--- config.mk ---
export PLATFORM = sky130hd
export DESIGN_NAME = collectorn
export DESIGN_NICKNAME = d
export VERILOG_FILES = /design/src/rtl/pixel_pkg.sv /design/src/rtl/raster_counter.sv /design/src/rtl/collectorn.sv
export SDC_FILE = /design/constraint.sdc
export NUM_CORES = 1
export LEC_CHECK = 0
export BUFFER_PORTS_ARGS = -buffer_cell sky130_fd_sc_hd__buf_2
export CORE_MARGIN = 3
export CORE_UTILIZATION = 52
export CTS_CLUSTER_SIZE = 24
export DETAILED_ROUTE_END_ITERATION = 10
export GPL_TIMING_DRIVEN = 0
export PLACE_DENSITY = 0.86
export SKIP_CTS_REPAIR_TIMING = 1
export SLEW_MARGIN = 20
export SYNTH_ARGS = -nofsm -noshare
export SYNTH_HDL_FRONTEND = slang
export SYNTH_HIERARCHICAL = 1
export SYNTH_SLANG_ARGS = --single-unit
--- constraint.sdc ---
create_clock -name clk -period 15.5 [get_ports clk]
set_clock_uncertainty 0.05 [all_clocks]
set_input_delay 0.775 -clock clk [delete_from_list [all_inputs] [get_ports clk]]
set_output_delay 0.775 -clock clk [all_outputs]
set_load 0.01 [all_outputs]
--- src/rtl/pixel_pkg.sv ---
`default_nettype none
// ============================================================================
// Module      : pixel_pkg
// Description : Shared defaults, colour type and collector state encoding.
// Revision    : 1.0 - initial release
// ============================================================================
package pixel_pkg;

    localparam int c_PIXEL_DATA_WIDTH = 10;
    localparam int c_SCREEN_WIDTH     = 640;
    localparam int c_SCREEN_HEIGHT    = 480;
    localparam int c_NUM_ENGINES      = 12;
    localparam int c_COLOUR_WIDTH     = 24;

    typedef logic [c_COLOUR_WIDTH-1:0] colour_t;

    typedef enum logic [0:0] {
        EMPTY = 1'b0,
        DRAIN = 1'b1
    } coll_state_t;

    // Index width for an N-entry buffer, never narrower than one bit.
    function automatic int idx_width(input int n);
        return (n > 1) ? $clog2(n) : 1;
    endfunction

endpackage
`default_nettype wire

--- src/rtl/raster_counter.sv ---
`default_nettype none
// ============================================================================
// Module      : raster_counter
// Description : x/y raster position with start-of-frame and end-of-line flags.
// Revision    : 1.0 - initial release
// ============================================================================
module raster_counter
    import pixel_pkg::*;
#(
    parameter int PIXEL_DATA_WIDTH = c_PIXEL_DATA_WIDTH,
    parameter int SCREEN_WIDTH     = c_SCREEN_WIDTH,
    parameter int SCREEN_HEIGHT    = c_SCREEN_HEIGHT
) (
    input  logic                        clk,
    input  logic                        reset,
    input  logic                        en,
    output logic [PIXEL_DATA_WIDTH-1:0] x,
    output logic [PIXEL_DATA_WIDTH-1:0] y,
    output logic                        sof,
    output logic                        eol
);

    localparam logic [PIXEL_DATA_WIDTH-1:0] c_X_LAST = PIXEL_DATA_WIDTH'(SCREEN_WIDTH - 1);
    localparam logic [PIXEL_DATA_WIDTH-1:0] c_Y_LAST = PIXEL_DATA_WIDTH'(SCREEN_HEIGHT - 1);

    logic [PIXEL_DATA_WIDTH-1:0] r_x;
    logic [PIXEL_DATA_WIDTH-1:0] r_y;

    always_ff @(posedge clk or negedge reset) begin
        if (!reset) begin
            r_x <= '0;
            r_y <= '0;
        end else if (en) begin
            if (r_x == c_X_LAST) begin
                r_x <= '0;
                r_y <= (r_y == c_Y_LAST) ? '0 : r_y + 1'b1;
            end else begin
                r_x <= r_x + 1'b1;
            end
        end
    end

    assign x   = r_x;
    assign y   = r_y;
    assign sof = (r_x == '0) && (r_y == '0);
    assign eol = (r_x == c_X_LAST);

endmodule
`default_nettype wire

--- src/rtl/collectorn.sv ---
`default_nettype none
// ============================================================================
// Module      : collectorn
// Description : Captures N engine results per batch and serialises them into
//               a one-pixel-per-cycle valid/ready stream with sof/eol.
// Revision    : 1.0 - initial release
// ============================================================================
module collectorn
    import pixel_pkg::*;
#(
    parameter int PIXEL_DATA_WIDTH = c_PIXEL_DATA_WIDTH,
    parameter int SCREEN_WIDTH     = c_SCREEN_WIDTH,
    parameter int SCREEN_HEIGHT    = c_SCREEN_HEIGHT,
    parameter int NUM_ENGINES      = c_NUM_ENGINES,
    parameter int COLOUR_WIDTH     = c_COLOUR_WIDTH
) (
    input  logic                                    clk,
    input  logic                                    reset,
    input  logic                                    in_valid,
    input  logic [NUM_ENGINES-1:0][COLOUR_WIDTH-1:0] in_data,
    output logic                                    fin_flag,
    output logic [COLOUR_WIDTH-1:0]                 out_data,
    output logic                                    out_valid,
    input  logic                                    out_ready,
    output logic                                    out_sof,
    output logic                                    out_eol
);

    localparam int                c_IDX_W = idx_width(NUM_ENGINES);
    localparam logic [c_IDX_W-1:0] c_LAST = c_IDX_W'(NUM_ENGINES - 1);

    coll_state_t                            r_state;
    coll_state_t                            w_state_nxt;
    logic [c_IDX_W-1:0]                     r_idx;
    logic [c_IDX_W-1:0]                     w_idx_nxt;
    logic [NUM_ENGINES-1:0][COLOUR_WIDTH-1:0] r_buf;

    logic                                   w_in_ready;
    logic                                   w_capture;
    logic                                   w_out_hs;
    logic [PIXEL_DATA_WIDTH-1:0]            w_x;
    logic [PIXEL_DATA_WIDTH-1:0]            w_y;
    logic                                   w_unused;

    // Accepting the next batch on the last handshake keeps the stream bubble-free.
    assign w_in_ready = (r_state == EMPTY) ||
                        ((r_state == DRAIN) && (r_idx == c_LAST) && out_ready);
    assign w_capture  = in_valid && w_in_ready;
    assign w_out_hs   = out_valid && out_ready;

    always_ff @(posedge clk or negedge reset) begin
        if (!reset) begin
            r_state <= EMPTY;
            r_idx   <= '0;
        end else begin
            r_state <= w_state_nxt;
            r_idx   <= w_idx_nxt;
        end
    end

    always_comb begin
        w_state_nxt = r_state;
        w_idx_nxt   = r_idx;
        if (w_capture) begin
            w_state_nxt = DRAIN;
            w_idx_nxt   = '0;
        end else if (w_out_hs) begin
            if (r_idx == c_LAST) begin
                w_state_nxt = EMPTY;
            end else begin
                w_idx_nxt = r_idx + 1'b1;
            end
        end
    end

    // Buffer contents are irrelevant outside DRAIN, so no reset is needed.
    always_ff @(posedge clk) begin
        if (w_capture) begin
            r_buf <= in_data;
        end
    end

    assign fin_flag  = w_capture;
    assign out_valid = (r_state == DRAIN);
    assign out_data  = out_valid ? r_buf[r_idx] : '0;

    raster_counter #(
        .PIXEL_DATA_WIDTH (PIXEL_DATA_WIDTH),
        .SCREEN_WIDTH     (SCREEN_WIDTH),
        .SCREEN_HEIGHT    (SCREEN_HEIGHT)
    ) u_raster (
        .clk   (clk),
        .reset (reset),
        .en    (w_out_hs),
        .x     (w_x),
        .y     (w_y),
        .sof   (out_sof),
        .eol   (out_eol)
    );

    // Position itself is not exported from this block.
    assign w_unused = ^{w_x, w_y};

endmodule
`default_nettype wire

==> qor.csv, run 1 <==
metric,value,unit
max-cap viol count,0,
initial antenna violation count,7,
share of cells above drive strength 1,46.2,%
cell internal pwr,1840,uW
Routed Antenna Nets,0,
Longest Clk Path Bufs,3,
P_sw,815,uW
final worst setup slack,12.10,ns
"Reg clk slew, reported paths",0.06,ns
clock sink count,313,
max_slew headroom,49.8,%
post-synthesis sequential area ratio,73.8,%
CTS root buf,clkbuf_16,
Hold Crit Class,in -> async,
global route overflow,0,
Synthesized Nets,959,
pin count of the biggest net entering global routing,60,
PwrDens,170,nW/um2
# IOs,320,
gr usage total,23.4,%
DIE WIDTH,161,um
Yosys cell types,46,
"commonest non-fill, non-tap cell in the layout",buf_2,
nets,1319,
FF/Latch Area,9270,um2
CTS buffer count,34,
Period minus WS final,3.40,ns
synth warn,6,
Least-Margin Pin Slew,0.754,ns
Mapped Cells,662,
Die Area,26100,um2
Layout area overhead,24.8,%
Critical Path AT,2.57,ns
clock power share,27.2,%
Fin Setup TNS,0,ns
RSZ-0062 raised after global routing,false,
Synth Area per Inst,19.0,um2
Flop pwr share,40.9,%
Worst-Skew Late Latency,0.49,ns
crit-path cells,buf_2 > or2_2 > clkbuf_1 > buf_2 > o22ai_1 > o31ai_1 > buf_2,
CP endpoint kind,primary output,
Async SR Flop Fraction,7.99,%
Most Frequent Cell on Critical Path,buf_2,
input/output buffers,319,
routed len/inst,22.6,um
FMAX,0.295,GHz
Multi-input gate area,2990,um2
CP Launch Type,register,
Place WS,12.19,ns
number of global-route vias before repair,7909,
Worst R2R Path Depth,7,
synthesized area,12600,um2
period utilisation layout,21.9,%
fin. max-slew vios,0,
Crit-path slowest cell,buf_2,
Post-synth top flop,edfxtp_1,
CP Class,reg -> out,
Yosys reg bits,313,
Post-synth EDFFs,288,
max incr delay on CP,0.39,ns
post-DR vias/cell,5.57,
Leak,0.00588,uW
Pre-antenna DRT Iters,5,
"commonest cells after routing, fill and taps aside","331 x buf_2, 288 x edfxtp_1, 48 x mux2_2, 38 x nand2_1, 35 x clkbuf_16",
final instance area,15700,um2
Starting Density,53.2,%
Worst EP required,14.68,ns
# fillers,1631,
Comb pwr share,31.9,%
placed instance area,14700,um2
H-tree Lvls,2,
status,completed,
number of DRC markers in iteration 0,688,
first-pass GRT wire length,45500,um
Core Area,23600,um2
Net Sw Frac,30.7,%
Row Count,56,
"Setup violations, final",0,
critical path peak fanout,10,
drt total wl,30900,um
Fin. Hold Viols,0,
vias,7604,
CTS tree,yes,
die height,161,um
dpl hpwl,21800,um
worst vdd ir,0.107,mV
DR DRC count,0,
Placer Congestion,0.812,
-- cell type report --
cell class                 instances  area share (%)
clock inverter                    13           0.431
sequential                       313            59.2
clock buffer                      45            5.83
antenna                            3          0.0479
tap                              319            2.55
timing repair buffer             324            11.0
buffer                            35            1.69
inverter                          10           0.240
multi-input combinational        304            19.1
-- worst paths after layout --
path                                 endpoint  slack, ns          start
worst min register to register  u_raster/y[4]       0.48  u_raster/y[4]
min in group clk                    r_buf[37]       0.39    in_data[37]
worst min-delay path            u_raster/x[8]       0.23          reset
worst max-delay path              out_data[1]      12.10       r_idx[1]
worst max register to register     r_buf[128]      12.67       r_idx[0]
max in group asynchronous            r_idx[0]      14.80          reset
-- cell families after synthesis --
kind of cell    count (synthesis)  synth area share [%]
simple gates                  113                  4.97
fa+ha+maj                       5                 0.498
xor+xnor                        8                 0.558
compound gates                 80                  4.23
flops                         313                  73.8
mux                            98                  13.5
buf+inv                        45                  2.40
-- flip-flops by register name, indices dropped and copies added, names as in the netlist --
signal	cells
r_idx	4
out_valid	1
u_raster/y	10
u_raster/x	10
r_buf	288
-- critical path, delay by kind of cell (launching register included) --
kind | cells | cell delay (ns)
simple gates | 1 | 0.15
compound gates | 2 | 0.47
buf+inv | 4 | 1.12
flops | 1 | 0.34
-- cell usage after synthesis (all sizes together) (2+ instances only) --
| master | count | area [um2] |
|---|---|---|
| and3 | 5 | 37.5 |
| edfxtp | 288 | 8650 |
| and4 | 2 | 21.3 |
| o21ai | 13 | 65.1 |
| and3b | 2 | 17.5 |
| xnor2 | 7 | 61.3 |
| or3 | 2 | 12.5 |
| o22ai | 28 | 175 |
| mux2i | 2 | 20.0 |
| nand2 | 38 | 143 |
| nor4 | 4 | 25.0 |
| nand2b | 8 | 50.1 |
| nor2b | 24 | 150 |
| ha | 5 | 62.6 |
| nand4 | 10 | 62.6 |
| and2 | 2 | 12.5 |
| a21oi | 5 | 25.0 |
| a22o | 2 | 17.5 |
| inv | 10 | 37.5 |
| clkbuf | 10 | 38.8 |
| mux4 | 48 | 1130 |
| nor2 | 5 | 18.8 |
| nand3 | 7 | 35.0 |
| o31ai | 25 | 188 |
| buf | 25 | 225 |
| a31oi | 3 | 18.8 |
| dfrtp | 25 | 626 |
| mux2 | 48 | 541 |
-- metrics by stage --
stage | cells | total power [uW] | hold WS [ns] | util (%)
floorplan | 662 | 1670 | 0.417 | -
global placement | 1300 | 1970 | 0.443 | 61.6
detailed placement | 1305 | 1960 | 0.468 | 62.2
CTS | 1363 | 2680 | 0.223 | 66.3
global route | 1366 | 2780 | 0.255 | 66.4
finish | 1366 | 2660 | 0.227 | 66.4
-- power groups by stage --
stage / Combinational [uW] / Clock (uW) / Sequential (uW)
3_3_place_gp: 821 / 0 / 1150
3_5_place_dp: 852 / 0 / 1100
5_1_grt: 908 / 775 / 1100
4_1_cts: 855 / 740 / 1090
2_1_floorplan: 548 / 0 / 1130
6_report: 847 / 722 / 1090
-- routing by layer --
metal	share of wire (%)	vias to the layer above	GRT usage, %
li1	-	3411	-
met1	36	3724	29.3
met2	51	379	39.9
met3	8.9	82	5.80
met4	3.5	8	8.68
met5	0.17	-	0
Power figures use the tool's default switching activity.
==> run 2: changes to the inputs <==
--- a/config.mk
+++ b/config.mk
@@ -7,11 +7,11 @@
 export LEC_CHECK = 0
 export BUFFER_PORTS_ARGS = -buffer_cell sky130_fd_sc_hd__buf_2
 export CORE_MARGIN = 3
-export CORE_UTILIZATION = 52
+export CORE_UTILIZATION = 48
 export CTS_CLUSTER_SIZE = 24
 export DETAILED_ROUTE_END_ITERATION = 10
 export GPL_TIMING_DRIVEN = 0
-export PLACE_DENSITY = 0.86
+export PLACE_DENSITY = 0.84
 export SKIP_CTS_REPAIR_TIMING = 1
 export SLEW_MARGIN = 20
 export SYNTH_ARGS = -nofsm -noshare
==> constraint.sdc (replaced) <==
create_clock -name clk -period 2.7 [get_ports clk]
set_clock_uncertainty 0.05 [all_clocks]
set_input_delay 0.135 -clock clk [delete_from_list [all_inputs] [get_ports clk]]
set_output_delay 0.135 -clock clk [all_outputs]
set_load 0.01 [all_outputs]
==> run 2 against run 1 <==
The flow now stops in global routing. Area after synthesis stayed put. Synthesized cell count did not move.
==> qor.csv, run 2 <==
metric,value,unit,change
Longest Clk Path Bufs,3,,unchanged
clock sink count,313,,unchanged
post-synthesis sequential area ratio,73.8,%,unchanged
list of most frequent post-synthesis cells,"288 x edfxtp_1, 48 x mux2_2, 38 x nand2_1",,
die height,168,um,+3.9%
Post-synth top flop,edfxtp_1,,
Yosys cell types,46,,unchanged
Starting Density,49.3,%,-3.9 points
input/output buffers,319,,unchanged
CTS root buf,clkbuf_16,,
Place WS,-0.0363,ns,-12.23 ns
worst_ep grt,out_data[1],,
pin count of the biggest net entering global routing,63,,
most common cell in the netlist,edfxtp_1,,
Yosys top cell area share,68.9,%,unchanged
dpl hpwl,22400,um,+3.0%
synthesized area,12600,um2,unchanged
Placer Congestion,0.798,,-1.7%
synth warn,6,,unchanged
Synthesized Nets,959,,unchanged
DIE WIDTH,168,um,+3.9%
last step reached,global routing,,
CTS buffer count,34,,unchanged
Row Count,58,,+3.6%
Yosys reg bits,313,,unchanged
Worst EP kind,top-level output,,
Area contributors post-synth,"edfxtp_1 69%, mux4_2 6.1%, dfrtp_1 5.0%, mux2_2 4.3%, mux4_1 2.9%",,
Post-synth EDFFs,288,,unchanged
# IOs,320,,unchanged
Mapped Cells,662,,unchanged
top cell type by total area after synthesis,edfxtp_1,,
Log Error,[ERROR RSZ-0060] Max buffer count reached.,,
Async SR Flop Fraction,7.99,%,unchanged
H-tree Lvls,2,,unchanged
Synth Area per Inst,19.0,um2,unchanged
status,stopped before the end,,
## run 2: logic make-up after synthesis
| logic type | count (synthesis) | synth area share, % |
|---|---|---|
| and+or+nand+nor | 113 | 4.97 |
| adders and majority gates | 5 | 0.498 |
| AOI/OAI and AO/OA | 80 | 4.23 |
| buffers and inverters | 45 | 2.40 |
| DFF | 313 | 73.8 |
| muxes | 98 | 13.5 |
| xor gates and xnor gates | 8 | 0.558 |
## run 2: metrics by stage
stage | util (%) | instances | hold WS (ns) | setup TNS [ns] | instance area, um2
floorplan | - | 662 | -0.211 | -167.14 | 12600
global placement | 57.2 | 1311 | 0.109 | -359.59 | 14600
detailed placement | 57.7 | 1316 | 0.113 | -1.60 | 14700
CTS | 61.8 | 1376 | -0.427 | -5.45 | 15700
==> run 3: changes to the inputs <==
--- a/config.mk
+++ b/config.mk
@@ -7,11 +7,10 @@
 export LEC_CHECK = 0
 export BUFFER_PORTS_ARGS = -buffer_cell sky130_fd_sc_hd__buf_2
 export CORE_MARGIN = 3
-export CORE_UTILIZATION = 48
-export CTS_CLUSTER_SIZE = 24
+export CORE_UTILIZATION = 37
 export DETAILED_ROUTE_END_ITERATION = 10
 export GPL_TIMING_DRIVEN = 0
-export PLACE_DENSITY = 0.84
+export PLACE_DENSITY_LB_ADDON = 0.15
 export SKIP_CTS_REPAIR_TIMING = 1
 export SLEW_MARGIN = 20
 export SYNTH_ARGS = -nofsm -noshare
==> constraint.sdc (replaced) <==
create_clock -name clk -period 3.51 [get_ports clk]
set_clock_uncertainty 0.05 [all_clocks]
set_input_delay 0.1755 -clock clk [delete_from_list [all_inputs] [get_ports clk]]
set_output_delay 0.1755 -clock clk [all_outputs]
set_load 0.01 [all_outputs]
==> run 3 against run 2 <==
The flow now finishes, with violations (negative hold slack).
==> qor.csv, run 3 (synthesis gave the netlist of run 1 again) <==
metric,value,unit,change
Pre-antenna DRT Iters,4,,
Worst-Skew Late Latency,0.52,ns,
DIE WIDTH,190,um,+13%
CP Class,reg -> out,,
"commonest non-fill, non-tap cell in the layout",buf_2,,
"commonest cells after routing, fill and taps aside","331 x buf_2, 290 x dlygate4sd3_1, 288 x edfxtp_1, 48 x mux2_2, 38 x nand2_1",,
max incr delay on CP,0.55,ns,
status,"finished, violations left",,
worst vdd ir,0.425,mV,
CTS root buf,clkbuf_16,,
WP buf/inv,3,,
RSZ-0062 raised after global routing,false,,
Core Area,33000,um2,
Hold Crit Class,in -> reg,,
number of global-route vias before repair,7858,,
routed len/inst,20.0,um,
H-tree Lvls,2,,unchanged
"Setup violations, final",0,,
first-pass GRT wire length,46800,um,
Critical Path AT,2.90,ns,
CP Launch Type,register,,
Biggest register,r_buf,,
Largest register FFs,288,,
dpl hpwl,22500,um,+0.42%
Die Area,36200,um2,
Fin Setup TNS,0,ns,
FMAX,0.320,GHz,
critical path peak fanout,59,,
clock sink count,313,,unchanged
placed instance area,14800,um2,+1.0%
"Reg clk slew, reported paths",0.06,ns,
Period minus WS final,3.13,ns,
CTS buffer count,36,,+5.9%
nets,1611,,
CTS tree,yes,,
# IOs,320,,unchanged
Leak,0.00717,uW,
Tot Pwr,12400,uW,
share of cells above drive strength 1,37.1,%,
period utilisation layout,89.2,%,
Worst EP required,3.28,ns,
register-to-register setup slack,0.95,ns,
Crit path max-delay family,buffers and inverters,,
max_slew headroom,49.6,%,
post-DR vias/cell,4.78,,
Fin. Hold Viols,1,,
fin. max-slew vios,0,,
DR DRC count,0,,
Layout area overhead,50.3,%,
CP endpoint kind,primary output,,
number of DRC markers in iteration 0,377,,
hold slack final,-0.00219,ns,
Most Frequent Cell on Critical Path,buf_16,,
Starting Density,38.0,%,-11 points
global route overflow,0,,
input/output buffers,319,,unchanged
pin count of the biggest net entering global routing,60,,
max-cap viol count,0,,
Routed Antenna Nets,0,,
vias,8527,,
die height,190,um,+13%
crit-path cells,ha_1 > nand2_1 > o21ai_0 > and2_4 > buf_16 > buf_16 > buf_2,,
Longest Clk Path Bufs,3,,unchanged
Crit-path slowest cell,and2_4,,
Placer Congestion,0.750,,-6.1%
drt total wl,35600,um,
initial antenna violation count,4,,
PwrDens,658,nW/um2,
Least-Margin Pin Slew,0.755,ns,
gr usage total,17.5,%,
final instance area,18900,um2,
"Core Util, Final",57.1,%,
Row Count,66,,+14%
failing checks,negative hold slack,,
==> run 3: final timing paths <==
path	startpoint	end	depth (start not counted)
min reg2reg	u_raster/y[9]	u_raster/y[9]	1
max reg2reg	r_idx[0]	r_buf[127]	6
min	out_ready	r_idx[3]	3
max	r_idx[0]	fin_flag	7
min in group asynchronous	reset	u_raster/x[8]	2
max in group asynchronous	reset	u_raster/x[2]	2
==> run 3: final cells by class <==
cell class,instances,area (um2)
Buffer,35,264
Clock inverter,24,214
Multi-Input combinational cell,304,2990
Fill cell,2615,14200
Tap cell,442,553
Antenna cell,4,10.0
Inverter,10,37.5
Sequential cell,313,9270
Timing Repair Buffer,614,4630
Clock buffer,38,908
==> run 3: tightest hold or removal path, stage by stage <==
cell	delay, ns
buf_2	0.15
nand4_1	0.12
a31oi_1	0.08
==> run 3: power breakdown <==
part           switching, uW  internal, uW  total, uW
logic                   2150          1890       4040
registers                158          4630       4790
clock network           1480          2100       3590
total                   3800          8620      12400
==> run 3: layer usage <==
layer	wire length, um	up-vias	GRT usage (%)
met5	0	-	0
met4	759	0	6.27
met3	2030	58	5.64
met2	18500	275	28.8
met1	14300	4193	21.8
li1	-	4001	-
==> run 3: per-stage QoR <==
step | setup WS (ns) | std cells | hold slack, ns
floorplan | 0.169 | 662 | -0.170
global placement | -0.949 | 1423 | 0.173
detailed placement | 0.906 | 1428 | 0.159
CTS | 0.329 | 1490 | -0.396
global route | 0.152 | 1784 | 0.0346
finish | 0.380 | 1784 | -0.00219
